[src/rtl/nand_unit_arbiter.sv]
// nand_unit_arbiter: shares one WIDTH-bit NAND unit among N_REQ cores.
// Flow: IDLE -> EXEC -> DONE. Operands are latched when the grant is issued.
// The result is registered in EXEC, and done pulses for one cycle in DONE.
// Optional feature: define NAND_ARB_RR_EN for round-robin arbitration.
// When it is undefined, the arbiter uses fixed lowest-index priority.
module nand_unit_arbiter #(
  parameter int unsigned N_REQ = 4,
  parameter int unsigned WIDTH = 8
) (
  input  logic                   clk,
  input  logic                   reset,
  input  logic [N_REQ-1:0]       req,
  input  logic [N_REQ*WIDTH-1:0] a_in,
  input  logic [N_REQ*WIDTH-1:0] b_in,
  output logic [N_REQ-1:0]       grant,
  output logic [2:0]             owner,
  output logic [N_REQ-1:0]       done,
  output logic [WIDTH-1:0]       result,
  output logic                   busy
);

  typedef enum logic [1:0] {
    IDLE = 2'd0,
    EXEC = 2'd1,
    DONE = 2'd2
  } state_t;

  state_t             r_state;
  state_t             w_next_state;

  logic [N_REQ-1:0]   r_grant;
  logic [N_REQ-1:0]   r_done;
  logic [2:0]         r_owner;
  logic [WIDTH-1:0]   r_result;
  logic [WIDTH-1:0]   r_op_a;
  logic [WIDTH-1:0]   r_op_b;

  logic               w_win_found;
  logic [2:0]         w_win_idx;
  logic [N_REQ-1:0]   w_win_onehot;
  logic [WIDTH-1:0]   w_sel_a;
  logic [WIDTH-1:0]   w_sel_b;
  logic               w_arb_fire;
  logic               w_busy;

`ifdef NAND_ARB_RR_EN
  logic [2:0]         r_ptr;
`endif

  // Winner selection: the first requester at or above ptr, then wrapping below it (round-robin), or the lowest set index (fixed priority).
  always_comb begin
    w_win_found  = 1'b0;
    w_win_idx    = '0;
    w_win_onehot = '0;
`ifdef NAND_ARB_RR_EN
    // The rotated scan is split into two ascending passes so every req index is a loop constant.
    for (int unsigned k = 0; k < N_REQ; k++) begin
      if (!w_win_found && req[k] && (k >= 32'(r_ptr))) begin
        w_win_found     = 1'b1;
        w_win_idx       = 3'(k);
        w_win_onehot[k] = 1'b1;
      end
    end
    for (int unsigned k = 0; k < N_REQ; k++) begin
      if (!w_win_found && req[k] && (k < 32'(r_ptr))) begin
        w_win_found     = 1'b1;
        w_win_idx       = 3'(k);
        w_win_onehot[k] = 1'b1;
      end
    end
`else
    for (int unsigned k = 0; k < N_REQ; k++) begin
      if (!w_win_found && req[k]) begin
        w_win_found     = 1'b1;
        w_win_idx       = 3'(k);
        w_win_onehot[k] = 1'b1;
      end
    end
`endif
  end

  // Operand mux: route the winner's slices of a_in/b_in toward the operand registers.
  always_comb begin
    w_sel_a = '0;
    w_sel_b = '0;
    for (int unsigned k = 0; k < N_REQ; k++) begin
      if (32'(w_win_idx) == k) begin
        w_sel_a = a_in[k*WIDTH +: WIDTH];
        w_sel_b = b_in[k*WIDTH +: WIDTH];
      end
    end
  end

  // State register, synchronous reset to IDLE.
  always_ff @(posedge clk) begin
    if (reset) r_state <= IDLE;
    else       r_state <= w_next_state;
  end

  // Next-state logic: arbitrate only in IDLE, then walk through EXEC and DONE unconditionally.
  always_comb begin
    w_next_state = r_state;
    case (r_state)
      IDLE:    if (w_win_found) w_next_state = EXEC;
      EXEC:    w_next_state = DONE;
      DONE:    w_next_state = IDLE;
      default: w_next_state = IDLE;
    endcase
  end

  // Output decode: busy whenever not IDLE; the arbitration fires on an IDLE cycle with any request.
  always_comb begin
    w_busy     = (r_state != IDLE);
    w_arb_fire = (r_state == IDLE) && w_win_found;
  end

  // Datapath registers: grant/owner/operands on arbitration, result/done in EXEC, release in DONE.
  always_ff @(posedge clk) begin
    if (reset) begin
      r_grant  <= '0;
      r_done   <= '0;
      r_owner  <= '0;
      r_result <= '0;
      r_op_a   <= '0;
      r_op_b   <= '0;
    end else begin
      case (r_state)
        IDLE: begin
          if (w_arb_fire) begin
            r_grant <= w_win_onehot;
            r_owner <= w_win_idx;
            r_op_a  <= w_sel_a;
            r_op_b  <= w_sel_b;
          end
        end
        EXEC: begin
          r_result <= ~(r_op_a & r_op_b);
          r_done   <= r_grant;
        end
        DONE: begin
          r_done  <= '0;
          r_grant <= '0;
        end
        default: begin
          r_done  <= '0;
          r_grant <= '0;
        end
      endcase
    end
  end

`ifdef NAND_ARB_RR_EN
  // Round-robin pointer: on each grant, move to the index after the winner, wrapping at N_REQ-1.
  always_ff @(posedge clk) begin
    if (reset) begin
      r_ptr <= '0;
    end else if (w_arb_fire) begin
      if (32'(w_win_idx) == (N_REQ - 1)) r_ptr <= '0;
      else                               r_ptr <= w_win_idx + 3'd1;
    end
  end
`endif

  assign grant  = r_grant;
  assign owner  = r_owner;
  assign done   = r_done;
  assign result = r_result;
  assign busy   = w_busy;

endmodule

[config.mk]
export PLATFORM = sky130hd
export DESIGN_NAME = nand_unit_arbiter
export DESIGN_NICKNAME = d
export VERILOG_FILES = /design/src/rtl/nand_unit_arbiter.sv
export SDC_FILE = /design/constraint.sdc
export NUM_CORES = 1
export LEC_CHECK = 0
export BUFFER_PORTS_ARGS = -buffer_cell sky130_fd_sc_hd__buf_2
export CAP_MARGIN = 0
export CORE_AREA = 4 4 61 91
export CTS_BUF_LIST = sky130_fd_sc_hd__clkbuf_8 sky130_fd_sc_hd__clkbuf_16
export DETAILED_ROUTE_END_ITERATION = 8
export DIE_AREA = 0 0 65 95
export PLACE_DENSITY = 0.71
export SLEW_MARGIN = 20
export SYNTH_ARGS = -nofsm -noshare
export SYNTH_HDL_FRONTEND = slang
export SYNTH_SLANG_ARGS = --single-unit
[constraint.sdc]
create_clock -name clk -period 3.2 [get_ports clk]
set_input_delay 0 -clock clk [delete_from_list [all_inputs] [get_ports clk]]
set_output_delay 0 -clock clk [all_outputs]
set_load 0.01 [all_outputs]
## Yosys cells after proc, flatten, opt, wreduce, memory -nomap -nowiden

Index checks and enable logic that the tools add are counted.

- Register bits after elaboration: 37
- Output and inout bits: 20
- Word-level logic and storage cells: 51

- Eq/ne operators: 6
- Muxes and demuxes: 23
- Bitwise gates (word level): 3
- Reduce and logical (&&, ||, !) cells: 12

Operators by type and width:

| operator | number |
|---|---|
| $mux 8 | 8 |
| $pmux 4 s2 | 2 |
| $and 8x8->8 | 1 |
| $mux 1 | 8 |
| $not 8->8 | 1 |
| $eq 3x2->1 const B | 2 |
| $mux 3 | 2 |
| $logic_and 1x1->1 | 4 |
| $mux 4 | 1 |
| $ne 2x2->1 const B | 2 |
| $pmux 2 s2 | 1 |
| $reduce_and 2->1 | 2 |
| $eq 3x1->1 const B | 1 |
| $logic_not 1->1 | 3 |
| $logic_not 3->1 | 1 |
| $eq 2x1->1 const B | 1 |
| $logic_not 2->1 | 1 |
| $mux 2 | 1 |
| $reduce_bool 2->1 | 1 |
| $not 1->1 | 1 |

## Logic depth before layout (Yosys ltp)

- Depth in word-level cells: 15
- Depth in mapped cells: 7
- Depth with buffers taken out: 4

## Worst setup path before layout

No wires, ideal clock.

- Kind: register to register
- Start point: reg r_state[0]
- End point: reg r_op_a[1]
- Library setup time: 0.092 ns
- Arrival: 1.298 ns
- Data required time: 3.108 ns
- Setup slack: 1.810 ns
- Cell stages (with the launch flop): 8
- Path buffers: 3
- Path through: dfxtp_1 -> buf_2 -> nor2_1 -> and2_1 -> buf_6 -> buf_2 -> o21ai_1 -> o32ai_1

- Longest elaborated chain between the ends: 3

RTL lines:

| what | line | RTL |
|---|---|---|
| start: declaration | 28 | `state_t r_state;` |
| start signal: assignment | 97 | `else r_state <= w_next_state;` |
| $logic_not 2->1 * | 114, 127 |  |
| $logic_and 1x1->1 | 114 | `w_arb_fire = (r_state == IDLE) && w_win_found;` |
| $reduce_and 2->1 (no line) * | n/a |  |
| end signal: assignment | 132 | `r_op_a <= w_sel_a;` |
| end: declaration | 35 | `logic [WIDTH-1:0] r_op_a;` |

Mark *: on every way between the ends. The rest lies on a longest branch, timed or not.
A chain may end at the register's enable or synchronous reset.

## Worst setup path in the final report

- Start point: reg r_state[0]
- End point: reg r_op_b[4]

- Longest elaborated chain between the ends: 3

RTL lines:

| what | line | RTL |
|---|---|---|
| $logic_not 2->1 * | 114, 127 |  |
| $logic_and 1x1->1 | 114 |  |
| $reduce_and 2->1 (no line) * | n/a |  |
| end signal: assignment | 133 | `r_op_b <= w_sel_b;` |
| end: declaration | 36 | `logic [WIDTH-1:0] r_op_b;` |

Marked as above.

==> impl_metrics.py <==
metrics = {
    "timing": {
        "setup_tns_ps": 0,
        "min_period_ps": 1780,
        "drv_slew": 0,
        "finClkSkew_ps": 4.12,
        "rsz0062_at_grt": "false",
        "timing.fmax_mhz": 563,
        "hold_viol": 0,
        "finalSetupViolCount": 0,
        "relSlewSlack_pct": 47.2,
        "fin_crit_sh_pct": 55.5,
        "worstMarginPinSlew_ps": 792,
    },
    "setup_path": {
        "r2r_slack_ps": 1420,
        "cp.required_ps": 3380,
        "worstReg2RegStart": "r_state[0]",
        "crit_path_end_kind": "flop",
        "cp_data_arrival_time_ps": 1960,
        "cp_max_fo": 36,
        "cp-start-kind": "flop",
        "r2r-end": "r_op_b[4]",
        "critPathKind": "reg2reg",
        "rr_worst_depth": 4,
    },
    "finish": {
        "finalNetCount": 351,
        "nFillCells": 492,
        "final_cell_mix": "buf_2 (88), dfxtp_1 (36), nand2b_1 (24), nor2_1 (20), a32oi_1 (13)",
        "post-route-cell-area_mm2": 0.00240,
        "final_cells": 348,
        "n_antenna_cell": 0,
        "syn2layout_area_growth_pct": 29.5,
        "drive_above_1_share_pct": 37.6,
        "final_core_util_pct": 50.4,
        "final_common_cell": "buf_2",
    },
    "floorplan": {
        "fp.dieH_um": 95,
        "rows": 31,
        "top_level_ports": 90,
        "fp.coreArea_mm2": 0.00477,
        "die_area_mm2": 0.00618,
        "start_util_pct": 38.9,
        "dieWidth_um": 65,
    },
    "route": {
        "drc": 0,
        "via_count": 1897,
        "drt_pass1_iterations": 4,
        "postRouteWirelength_um": 5520,
        "via_per_inst": 5.45,
        "postRouteAntennaNets": 0,
        "first_iter_violations": 79,
        "wire_per_inst_um": 15.9,
    },
    "synth": {
        "synth_area_per_cell_um2": 8.92,
        "yosysWarnings": 0,
        "ys_seq_area_share_pct": 38.8,
        "postSynthCellCount": 208,
        "synth_nets": 278,
        "ys_seq_elements": 36,
        "netlist_area_mm2": 0.00186,
        "ys_types": 32,
    },
    "clock_tree": {
        "clockRootBuffer": "clkbuf_8",
        "postCtsResizedCells": 0,
        "post_cts_buffers": 0,
        "cts_tree": "done",
        "cts_buffer_depth": 2,
        "clock-sinks": 36,
        "hold_buffers": 0,
        "clk_pin_slew_ps": 70,
        "cts_buffers": 5,
        "htree_levels": 2,
        "clk_latency_ps": 280,
    },
    "run": {
        "maxCapViolCount": 0,
    },
    "grt": {
        "grt_max_degree": 49,
        "grt_pass1_vias": 1878,
        "grt_usage_pct": 17.9,
        "grt_antenna_before_repair": 0,
        "gr-total-overflow": 0,
        "grt_pass1_wl_um": 8650,
    },
    "pwr": {
        "vdd_drop_max_mv": 0.249,
        "powerDensity_mw_per_mm2": 497,
        "power_mw": 1.19,
        "leakage_nw": 1.03,
    },
    "placed_design": {
        "place_area_mm2": 0.00227,
        "place_congestion": 0.771,
        "dp_hpwl_um": 4080,
        "portBuffers": 88,
        "dp_cells": 340,
    },
    "worst_hold_path": {
        "hold_path.class": "in2reg",
        "holdPathEnd": "r_op_a[7]",
        "min_from": "a_in[7]",
        "min_path_cells": 3,
    },
    "status": {
        "status": "finished clean",
    },
}
-- report_power, final --
part	switching (mW)	internal, mW
Combinational	0.134	0.113
Sequential	0.0292	0.490
Clock	0.153	0.275
-- critical path: stages, from the launching register on --
cell	delay (ps)
dfxtp_1	400
nor2_1	230
and2_2	590
o21ai_0	180
o32ai_1	270
-- per-layer routing --
metal | part of all wire [%] | vias up | wire, um | global-route usage [%]
met5 | 0 | - | 0 | 0
met4 | 1.4 | 0 | 78 | 6.00
met3 | 5.8 | 6 | 321 | 3.10
met2 | 56 | 65 | 3070 | 33.5
met1 | 37 | 885 | 2050 | 20.2
li1 | - | 941 | - | -
-- cell usage after synthesis (all sizes together) --
cell type  number  area (um^2)
o211ai          4         30.0
dfxtp          36          721
nor3            7         35.0
nand4           1         6.26
a21oi           4         20.0
nand2           6         22.5
a32oi          13          114
mux2i           4         40.0
o32ai          12          105
o21ai          13         76.3
a2bb2oi         1         8.76
clkbuf         11         41.3
a311oi         12          130
nand2b         24          150
a211o          12          105
inv             4         15.0
or4             1         7.51
or2             1         6.26
a22oi           1         7.51
and2            1         6.26
buf            12         72.6
nor2           21         78.8
a221o           4         40.0
nor2b           2         12.5
conb            1         3.75
-- through the flow --
stage	worst slack (ps)	hold WS, ps
after global placement	1070	302
final	1420	24.6
after floorplan	1810	148
after global routing	1150	21.5
after detailed placement	962	312
after CTS	988	16.6
-- worst max path at each step --
stage / start / endpoint / slack (ps) / depth (start not counted)
final: r_state[0] / r_op_b[4] / 1420 / 4
after global routing: r_state[0] / r_op_b[4] / 1150 / 4
after CTS: r_state[0] / r_op_b[4] / 990 / 4
after detailed placement: req[1] / r_op_b[4] / 960 / 5
after global placement: req[1] / r_op_b[0] / 1070 / 5
after floorplan: r_state[0] / r_op_a[1] / 1810 / 7
-- layout make-up --
class                      count  area, um^2  share of cell area, %
clock inverter                 1        30.0                   1.25
clock buffer                   7        96.3                   4.01
multi-input combinational    145        1010                   42.0
inverter                       4        15.0                  0.625
sequential                    36         721                   30.0
timing repair buffer          89         448                   18.6
tap                           66        82.6                   3.44
-- state kept, by name, summed over array words and instances, names as in the netlist --
| signal | cells |
|---|---|
| r_op_a | 8 |
| owner | 2 |
| r_op_b | 8 |
| grant | 4 |
| result | 8 |
| done | 4 |
| r_state | 2 |
-- cell families after synthesis --
logic type,count (synthesis),synth area share [%]
compound gates,76,34.3
simple gates,64,17.5
flops,36,38.8
buf+inv,27,6.95
mux,4,2.16
other cells,1,0.202
Power figures use the tool's default switching activity.
